===== config.mk =====
export PLATFORM = sky130hd
export DESIGN_NAME = pipe_stage_reg
export DESIGN_NICKNAME = d
export VERILOG_FILES = /design/src/rtl/pipe_stage_reg.sv
export SDC_FILE = /design/constraint.sdc
export NUM_CORES = 1
export LEC_CHECK = 0
export ABC_AREA = 1
export ABC_CLOCK_PERIOD_IN_PS = 1900
export BUFFER_PORTS_ARGS = -buffer_cell sky130_fd_sc_hd__clkbuf_2
export CORE_ASPECT_RATIO = 2
export CORE_MARGIN = 3
export CORE_UTILIZATION = 45
export DETAILED_ROUTE_END_ITERATION = 10
export HOLD_SLACK_MARGIN = 0.06
export PLACE_DENSITY = 0.8
export SETUP_SLACK_MARGIN = 0.02
export SYNTH_ARGS = -nofsm -noshare
export SYNTH_HDL_FRONTEND = slang
export SYNTH_SLANG_ARGS = --single-unit
export TNS_END_PERCENT = 1

===== constraint.sdc =====
create_clock -name clk -period 1.9 [get_ports clk]
set_clock_uncertainty 0.15 [all_clocks]
set_input_delay 0.19 -clock clk [delete_from_list [all_inputs] [get_ports clk]]
set_output_delay 0.19 -clock clk [all_outputs]
set_load 0.005 [all_outputs]

===== src/rtl/pipe_stage_reg.sv =====
// Elastic pipeline register carrying one payload word across a valid/ready boundary.
// Supports flush to a bubble value, an optional 2-entry skid buffer and a saturating stall counter.
//
// state    | meaning
// ---------+---------------------------------------------------
// ST_EMPTY | nothing held, out_data = FLUSH_VALUE
// ST_HALF  | main holds the next payload to leave
// ST_FULL  | main and skid both hold payloads (skid mode only)
module pipe_stage_reg #(
    parameter int unsigned          DATA_W      = 32,
    parameter logic [DATA_W-1:0]    FLUSH_VALUE = {DATA_W{1'b0}},
    parameter bit                   SKID_EN     = 1'b1,
    parameter int unsigned          CNT_W       = 16
) (
    input  logic              clk,
    input  logic              rst_n,
    input  logic              flush_i,
    input  logic              in_valid,
    output logic              in_ready,
    input  logic [DATA_W-1:0] in_data,
    output logic              out_valid,
    input  logic              out_ready,
    output logic [DATA_W-1:0] out_data,
    output logic [1:0]        occ_o,
    output logic [CNT_W-1:0]  stall_cnt_o
);

    typedef enum logic [1:0] {
        ST_EMPTY = 2'd0,
        ST_HALF  = 2'd1,
        ST_FULL  = 2'd2
    } state_t;

    state_t             st;
    logic [DATA_W-1:0]  main_q;
    logic [DATA_W-1:0]  skid_q;
    logic               rdy_q;
    logic [CNT_W-1:0]   cnt_q;
    logic               accept;
    logic               pop;

    assign out_valid   = (st != ST_EMPTY);
    assign out_data    = main_q;
    assign occ_o       = st;
    assign stall_cnt_o = cnt_q;
    // skid mode breaks the combinational ready path; plain mode lets ready pass through
    assign in_ready    = SKID_EN ? rdy_q : (out_ready | ~out_valid);
    assign accept      = in_valid & in_ready;
    assign pop         = out_valid & out_ready;

    always_ff @(posedge clk) begin
        if (!rst_n) begin
            st     <= ST_EMPTY;
            main_q <= FLUSH_VALUE;
            skid_q <= FLUSH_VALUE;
            rdy_q  <= 1'b1;
            cnt_q  <= '0;
        end else begin
            if (out_valid && !out_ready && (cnt_q != {CNT_W{1'b1}}))
                cnt_q <= cnt_q + CNT_W'(1);

            if (flush_i) begin
                st     <= ST_EMPTY;
                main_q <= FLUSH_VALUE;
                skid_q <= FLUSH_VALUE;
                rdy_q  <= 1'b1;
            end else if (SKID_EN) begin
                case (st)
                    ST_EMPTY: begin
                        if (accept) begin
                            st     <= ST_HALF;
                            main_q <= in_data;
                        end
                    end
                    ST_HALF: begin
                        if (accept && pop) begin
                            main_q <= in_data;
                        end else if (accept) begin
                            st     <= ST_FULL;
                            skid_q <= in_data;
                            rdy_q  <= 1'b0;
                        end else if (pop) begin
                            st     <= ST_EMPTY;
                            main_q <= FLUSH_VALUE;
                        end
                    end
                    ST_FULL: begin
                        if (pop) begin
                            st     <= ST_HALF;
                            main_q <= skid_q;
                            skid_q <= FLUSH_VALUE;
                            rdy_q  <= 1'b1;
                        end
                    end
                    default: begin
                        st     <= ST_EMPTY;
                        main_q <= FLUSH_VALUE;
                        skid_q <= FLUSH_VALUE;
                        rdy_q  <= 1'b1;
                    end
                endcase
            end else begin
                if (accept) begin
                    st     <= ST_HALF;
                    main_q <= in_data;
                end else if (pop) begin
                    st     <= ST_EMPTY;
                    main_q <= FLUSH_VALUE;
                end
            end
        end
    end

endmodule


==> results of run 1 <==
## worst max-delay path by stage
stage / depth (start not counted) / to / from
2_1_floorplan: 9 / stall_cnt_o[10]$_SDFFE_PN0P_ / stall_cnt_o[0]$_SDFFE_PN0P_
3_3_place_gp: 9 / stall_cnt_o[15]$_SDFFE_PN0P_ / stall_cnt_o[0]$_SDFFE_PN0P_
3_5_place_dp: 9 / stall_cnt_o[12]$_SDFFE_PN0P_ / stall_cnt_o[0]$_SDFFE_PN0P_
4_1_cts: 7 / stall_cnt_o[6]$_SDFFE_PN0P_ / stall_cnt_o[0]$_SDFFE_PN0P_
5_1_grt: 8 / stall_cnt_o[14]$_SDFFE_PN0P_ / stall_cnt_o[0]$_SDFFE_PN0P_
6_report: 9 / stall_cnt_o[12]$_SDFFE_PN0P_ / stall_cnt_o[0]$_SDFFE_PN0P_
## repair_timing
action,in CTS,in global routing
endpoints found under the hold margin,57,0
gates resized for setup,1,0
endpoints found under the setup margin,3,0
hold buffers,33,0
## cell usage after synthesis
master	count
dfxtp_1	83
nor3b_1	1
o21ai_1	2
o21ai_2	1
xnor2_1	3
nand2_1	244
a31oi_1	1
or2_1	1
a21oi_1	78
nor2_2	2
clkbuf_1	10
o21ai_0	5
nand4_1	6
inv_1	21
nor3_1	1
o211ai_1	1
xor2_1	3
nand2_2	2
buf_4	6
nor2_1	27
inv_2	6
buf_2	11
nand3_1	40
buf_6	2
nor2_4	3
ha_1	1
buf_1	2
or2_0	1
## registers in the layout, summed over array words and instances, names as in the netlist
signal / count
in_ready: 1
occ_o: 2
out_data: 32
skid_q: 32
stall_cnt_o: 16
## cell usage in the layout, fill, tap and decap left out
cell type / count
clkbuf_1: 4
o21ai_2: 1
nand2_2: 2
clkbuf_16: 9
or2_0: 1
dfxtp_1: 83
nand2_1: 244
o21ai_1: 2
dlygate4sd3_1: 33
ha_1: 1
buf_12: 1
nor2_4: 4
nand3_1: 40
nor2_2: 1
nand4_1: 6
clkinvlp_4: 1
bufinv_16: 1
a21oi_1: 78
nor3b_1: 1
xnor2_1: 3
inv_2: 6
clkbuf_2: 88
buf_4: 20
o21ai_0: 5
nor3_1: 1
or2_1: 1
inv_1: 21
o211ai_1: 1
xor2_1: 3
a31oi_1: 1
nor2_1: 27
## layer usage
layer / track usage / up-vias / wire [µm]
met5: 0 / - / 0
met4: 0.107 / 0 / 240
met3: 0.0416 / 22 / 415
met2: 0.420 / 120 / 5700
met1: 0.228 / 1855 / 3960
li1: - / 2038 / -
## tightest hold or removal path: stages
cell and delay, ns:
clkbuf_2 0.13, nand3_1 0.14, a31oi_1 0.09
## stage by stage
| step | total power [mW] | setup TNS [ns] | instances | hold WS, ns | utilization |
|---|---|---|---|---|---|
| global route | 4.00 | 0 | 786 | 0.132 | 0.615 |
| global placement | 2.19 | 0 | 738 | 0.281 | 0.539 |
| detailed placement | 2.20 | -0.00119 | 738 | 0.286 | 0.539 |
| CTS | 3.90 | 0 | 786 | 0.109 | 0.615 |
| finish | 3.85 | 0 | 786 | 0.118 | 0.615 |
| floorplan | 2.05 | 0 | 564 | 0.161 | - |
## logic make-up (layout without fill, tap and decap cells)
family,after synthesis,in the layout,share of synthesized area
and+or+nand+nor,328,328,0.354
AOI/OAI and AO/OA,88,88,0.118
DFF,83,83,0.439
adders and majority gates,1,1,0.00331
buffers and inverters,58,184,0.0711
xor gates and xnor gates,6,6,0.0139
## power breakdown
group	internal, mW	switching, mW
clock	1.01	0.625
sequential	1.78	0.0203
combinational	0.180	0.241
## area by class of cell
type	count	area [µm²]	area share
tap	96	120	0.0242
multi-input combinational	423	1860	0.374
inverter	27	101	0.0204
clock inverter	2	37.5	0.00757
clock buffer	13	240	0.0484
sequential	83	1660	0.335
timing repair buffer	142	941	0.190
==> results.ini, run 1 <==
[clock_tree]
worstSkewPairLatency_ns = 0.33
cts-buffers-inserted = 9
cts-htree-levels = 3
cts-root-buf = clkbuf_16
clock_sinks = 83
clk_pin_slew_ns = 0.05
cts_buffer_depth = 2
cts_setup_buffers = 0
cts_tree = done

[die]
die-area_mm2 = 0.00961
ios = 89
start_util = 0.469
fp.coreArea_mm2 = 0.00806
die_height_um = 136
fp.dieW_um = 70.8
rows = 46

[run_status]
status = completed

[timing]
worstMarginPinSlew_ns = 0.401
max_freq_mhz = 575
final-setup-viol-count = 0
rsz0062_at_grt = no
min_period_ns = 1.74
hold_violations = 0
relSlewSlack = 0.732
slew_violations = 0
finalCritPeriodShare = 0.915
fin_ws_ns = 0.161

[critical_path]
r2r-end = stall_cnt_o[12]$_SDFFE_PN0P_
path_class = flop to flop
worst_setup_path_end_kind = flop
slowest_delay_ns = 0.34
worstPathRequired_ns = 1.97
rrSetupSlack_ns = 0.16
path_cells = ha_1 -> inv_1 -> nor2_1 -> nand2_1 -> nor2_1 -> nor2_4 -> nand3_1 -> nand2_1 -> nor2_1
worst_setup_path_start_kind = flop
worst_path_max_delay_cell = dfxtp_1
r2r_cells = 9
cp.buffers_inverters = 1
critical_path.max_fanout = 18
r2r_start = stall_cnt_o[0]$_SDFFE_PN0P_
arrival_ns = 1.80
path_delay_family = simple AND/OR/NAND/NOR gates
crit_top_cell = nor2_1

[final_layout]
num_antenna_cells = 0
drive_above_1_share = 0.194
fin_nets = 724
syn_to_final_growth_pct = 31.1
final_area_mm2 = 0.00496
nFillCells = 748

[grt]
grt_overflow = 0
grt_pass1_wl_um = 17400
track_usage = 0.223
grt_start_max_net_pins = 33
first_global_vias = 3943
antenna_found_initial = 0

[logic_synthesis]
yosys_warnings = 0
synth-seq-cells = 83
synth_area_leaders = dfxtp_1 44%, nand2_1 24%, a21oi_1 10%, nand3_1 5.3%, nor2_1 2.7%
yosys.area.top_type = dfxtp_1
synth_top_area_frac = 0.439
avgSynthCellArea_um2 = 6.71
synth_fp_nets = 602
syn_area_mm2 = 0.00378
synthCells = 564
synth_cell_types = 28
ys_seq_area_frac = 0.439

[drt]
route.detailed.drc = 0
routed_wl_um = 10300
drtIter0Drc = 166
ant_nets = 0
routed_via_density = 5.13
wl_per_cell_um = 13.1
vias = 4035
first_pass_iters = 5

[placement]
dp.final_hpwl_um = 7290
place_ws_ns = -0.00119
io_buffer_count = 88
placed_area_mm2 = 0.00435
gp_congestion = 0.955

[min_path]
holdPathEnd = occ_o[0]$_SDFFE_PP0P_
holdPathStages = 3
hp-class = input pin to flop
min_from = out_ready

[power_and_ir_drop]
p_per_area_mw_per_mm2 = 777
power_leakage_nw = 2.15
ir_drop_v = 0.000580

[run]
cap_viol_max_count = 0

No activity file was read; power rests on OpenSTA's default activity.
==> run 2, diff against run 1 <==
--- a/config.mk
+++ b/config.mk
@@ -7,13 +7,13 @@
 export LEC_CHECK = 0
 export ABC_AREA = 1
 export ABC_CLOCK_PERIOD_IN_PS = 1900
-export BUFFER_PORTS_ARGS = -buffer_cell sky130_fd_sc_hd__clkbuf_2
 export CORE_ASPECT_RATIO = 2
 export CORE_MARGIN = 3
 export CORE_UTILIZATION = 45
 export DETAILED_ROUTE_END_ITERATION = 10
+export DONT_BUFFER_PORTS = 1
 export HOLD_SLACK_MARGIN = 0.06
-export PLACE_DENSITY = 0.8
+export PLACE_DENSITY = 0.71
 export SETUP_SLACK_MARGIN = 0.02
 export SYNTH_ARGS = -nofsm -noshare
 export SYNTH_HDL_FRONTEND = slang
==> results.ini, run 2 (synthesis gave the netlist of run 1 again) <==
[run_status]
status = completed

[power_and_ir_drop]
ir_drop_v = 0.000575
power_leakage_nw = 1.88
p_total_mw = 4.30
p_per_area_mw_per_mm2 = 911

[run]
cap_viol_max_count = 0

[placement]
gp_congestion = 0.907
dp.final_hpwl_um = 7100
io_buffer_count = 0
place_ws_ns = 0.0482

[critical_path]
arrival_ns = 1.85
worst_setup_path_end_kind = flop
r2r_start = in_ready$_SDFFE_PP1P_
worstPathRequired_ns = 2.01
critical_path.max_fanout = 32
endpoint = out_data[7]$_SDFFE_PP0P_
r2r_cells = 9
worst_setup_path_start_kind = flop
rrSetupSlack_ns = 0.15
r2r-end = out_data[7]$_SDFFE_PP0P_
cp-startpoint = in_ready$_SDFFE_PP1P_
path_class = flop to flop

[clock_tree]
cts-buffers-inserted = 9
cts-htree-levels = 3
worstSkewPairLatency_ns = 0.34
cts_tree = done
cts_setup_buffers = 0
clk_pin_slew_ns = 0.06
cts-root-buf = clkbuf_16
clock_sinks = 83
cts_buffer_depth = 2

[grt]
busiest_layer = met2
grt_start_max_net_pins = 34
gr-usage-met2 = 0.403
met3_usage = 0.0461
first_global_vias = 3613
track_usage = 0.220
grt_use_met1 = 0.236
grt_pass1_wl_um = 16900
antenna_found_initial = 0
grt_overflow = 0

[die]
die_height_um = 136
start_util = 0.469
rows = 46
fp.coreArea_mm2 = 0.00806
fp.dieW_um = 70.8
ios = 89
die-area_mm2 = 0.00961

[timing]
fin_tns_setup_ns = 0
relSlewSlack = 0.715
finalCritPeriodShare = 0.919
min_period_ns = 1.75
rsz0062_at_grt = no
fin_ws_ns = 0.154
worstMarginPinSlew_ns = 0.426
slew_violations = 0
hold_violations = 0
max_freq_mhz = 573
worst_hold_slack_ns = 0.145
final-setup-viol-count = 0

[drt]
ant_nets = 0
routed_via_density = 5.28
route.detailed.drc = 0
vias = 3754
routed_wl_um = 10400
first_pass_iters = 4
wl_per_cell_um = 14.6
drtIter0Drc = 211

[final_layout]
nFillCells = 762
num_antenna_cells = 0
fin_nets = 649
drive_above_1_share = 0.0976
syn_to_final_growth_pct = 24.8
fin_util = 0.586
layout_common_cells = 244 x nand2_1, 83 x dfxtp_1, 78 x a21oi_1, 40 x nand3_1, 36 x dlygate4sd3_1
layout_commonest_cell = nand2_1

[min_path]
hp-class = input pin to flop

==> run 2: stage by stage <==
stage | area [µm²] | instances
finish | 4720 | 711
CTS | 4720 | 711
floorplan | 3780 | 564
detailed placement | 3990 | 660
global route | 4720 | 711
global placement | 3990 | 660
==> run 2: how the worst min path moves through the flow <==
stage	from	endpoint	slack [ns]	cells after the start
after floorplan	rst_n	stall_cnt_o[0]$_SDFFE_PN0P_	0.16	2
after global placement	rst_n	stall_cnt_o[0]$_SDFFE_PN0P_	0.16	2
after detailed placement	rst_n	stall_cnt_o[15]$_SDFFE_PN0P_	0.17	2
after CTS	out_ready	occ_o[1]$_SDFFE_PP0P_	0.14	4
after global routing	out_ready	skid_q[15]$_SDFFE_PP0P_	0.18	4
final	out_ready	occ_o[1]$_SDFFE_PP0P_	0.15	4
==> run 2: critical path, cell delays in order, from the launching register on <==
cell and delay, ns:
dfxtp_1 0.40, nand2_1 0.12, inv_1 0.16, nand3_1 0.15
nand2_1 0.13, buf_12 0.20, nand2_1 0.07, nand2_1 0.06
nand2_1 0.04, a21oi_1 0.18
==> run 2: layer usage <==
metal	vias up	share of wire
met2	127	0.55
met1	1726	0.37
met4	0	0.024
met3	18	0.059
li1	1883	-
met5	-	0
==> run 2: area by class of cell <==
type / instances / area (µm²) / share of cell area
Clock buffer: 9 / 225 / 0.0477
Multi-Input combinational cell: 423 / 1860 / 0.393
Clock inverter: 6 / 138 / 0.0292
Timing Repair Buffer: 67 / 618 / 0.131
Inverter: 27 / 101 / 0.0215
Sequential cell: 83 / 1660 / 0.352
Tap cell: 96 / 120 / 0.0254
==> run 2: power breakdown <==
part           internal, mW  total, mW  switching, mW
Sequential             1.77       1.80         0.0259
Combinational         0.147      0.369          0.223
Clock                  1.42       2.13          0.713
Total                  3.34       4.30          0.962
==> run 2: timing repair <==
item / in CTS / in global routing
hold buffers: 36 / 0
endpoints found under the hold margin: 83 / 0
setup endpoints to repair: 0 / 14
gates resized for setup: 0 / 1
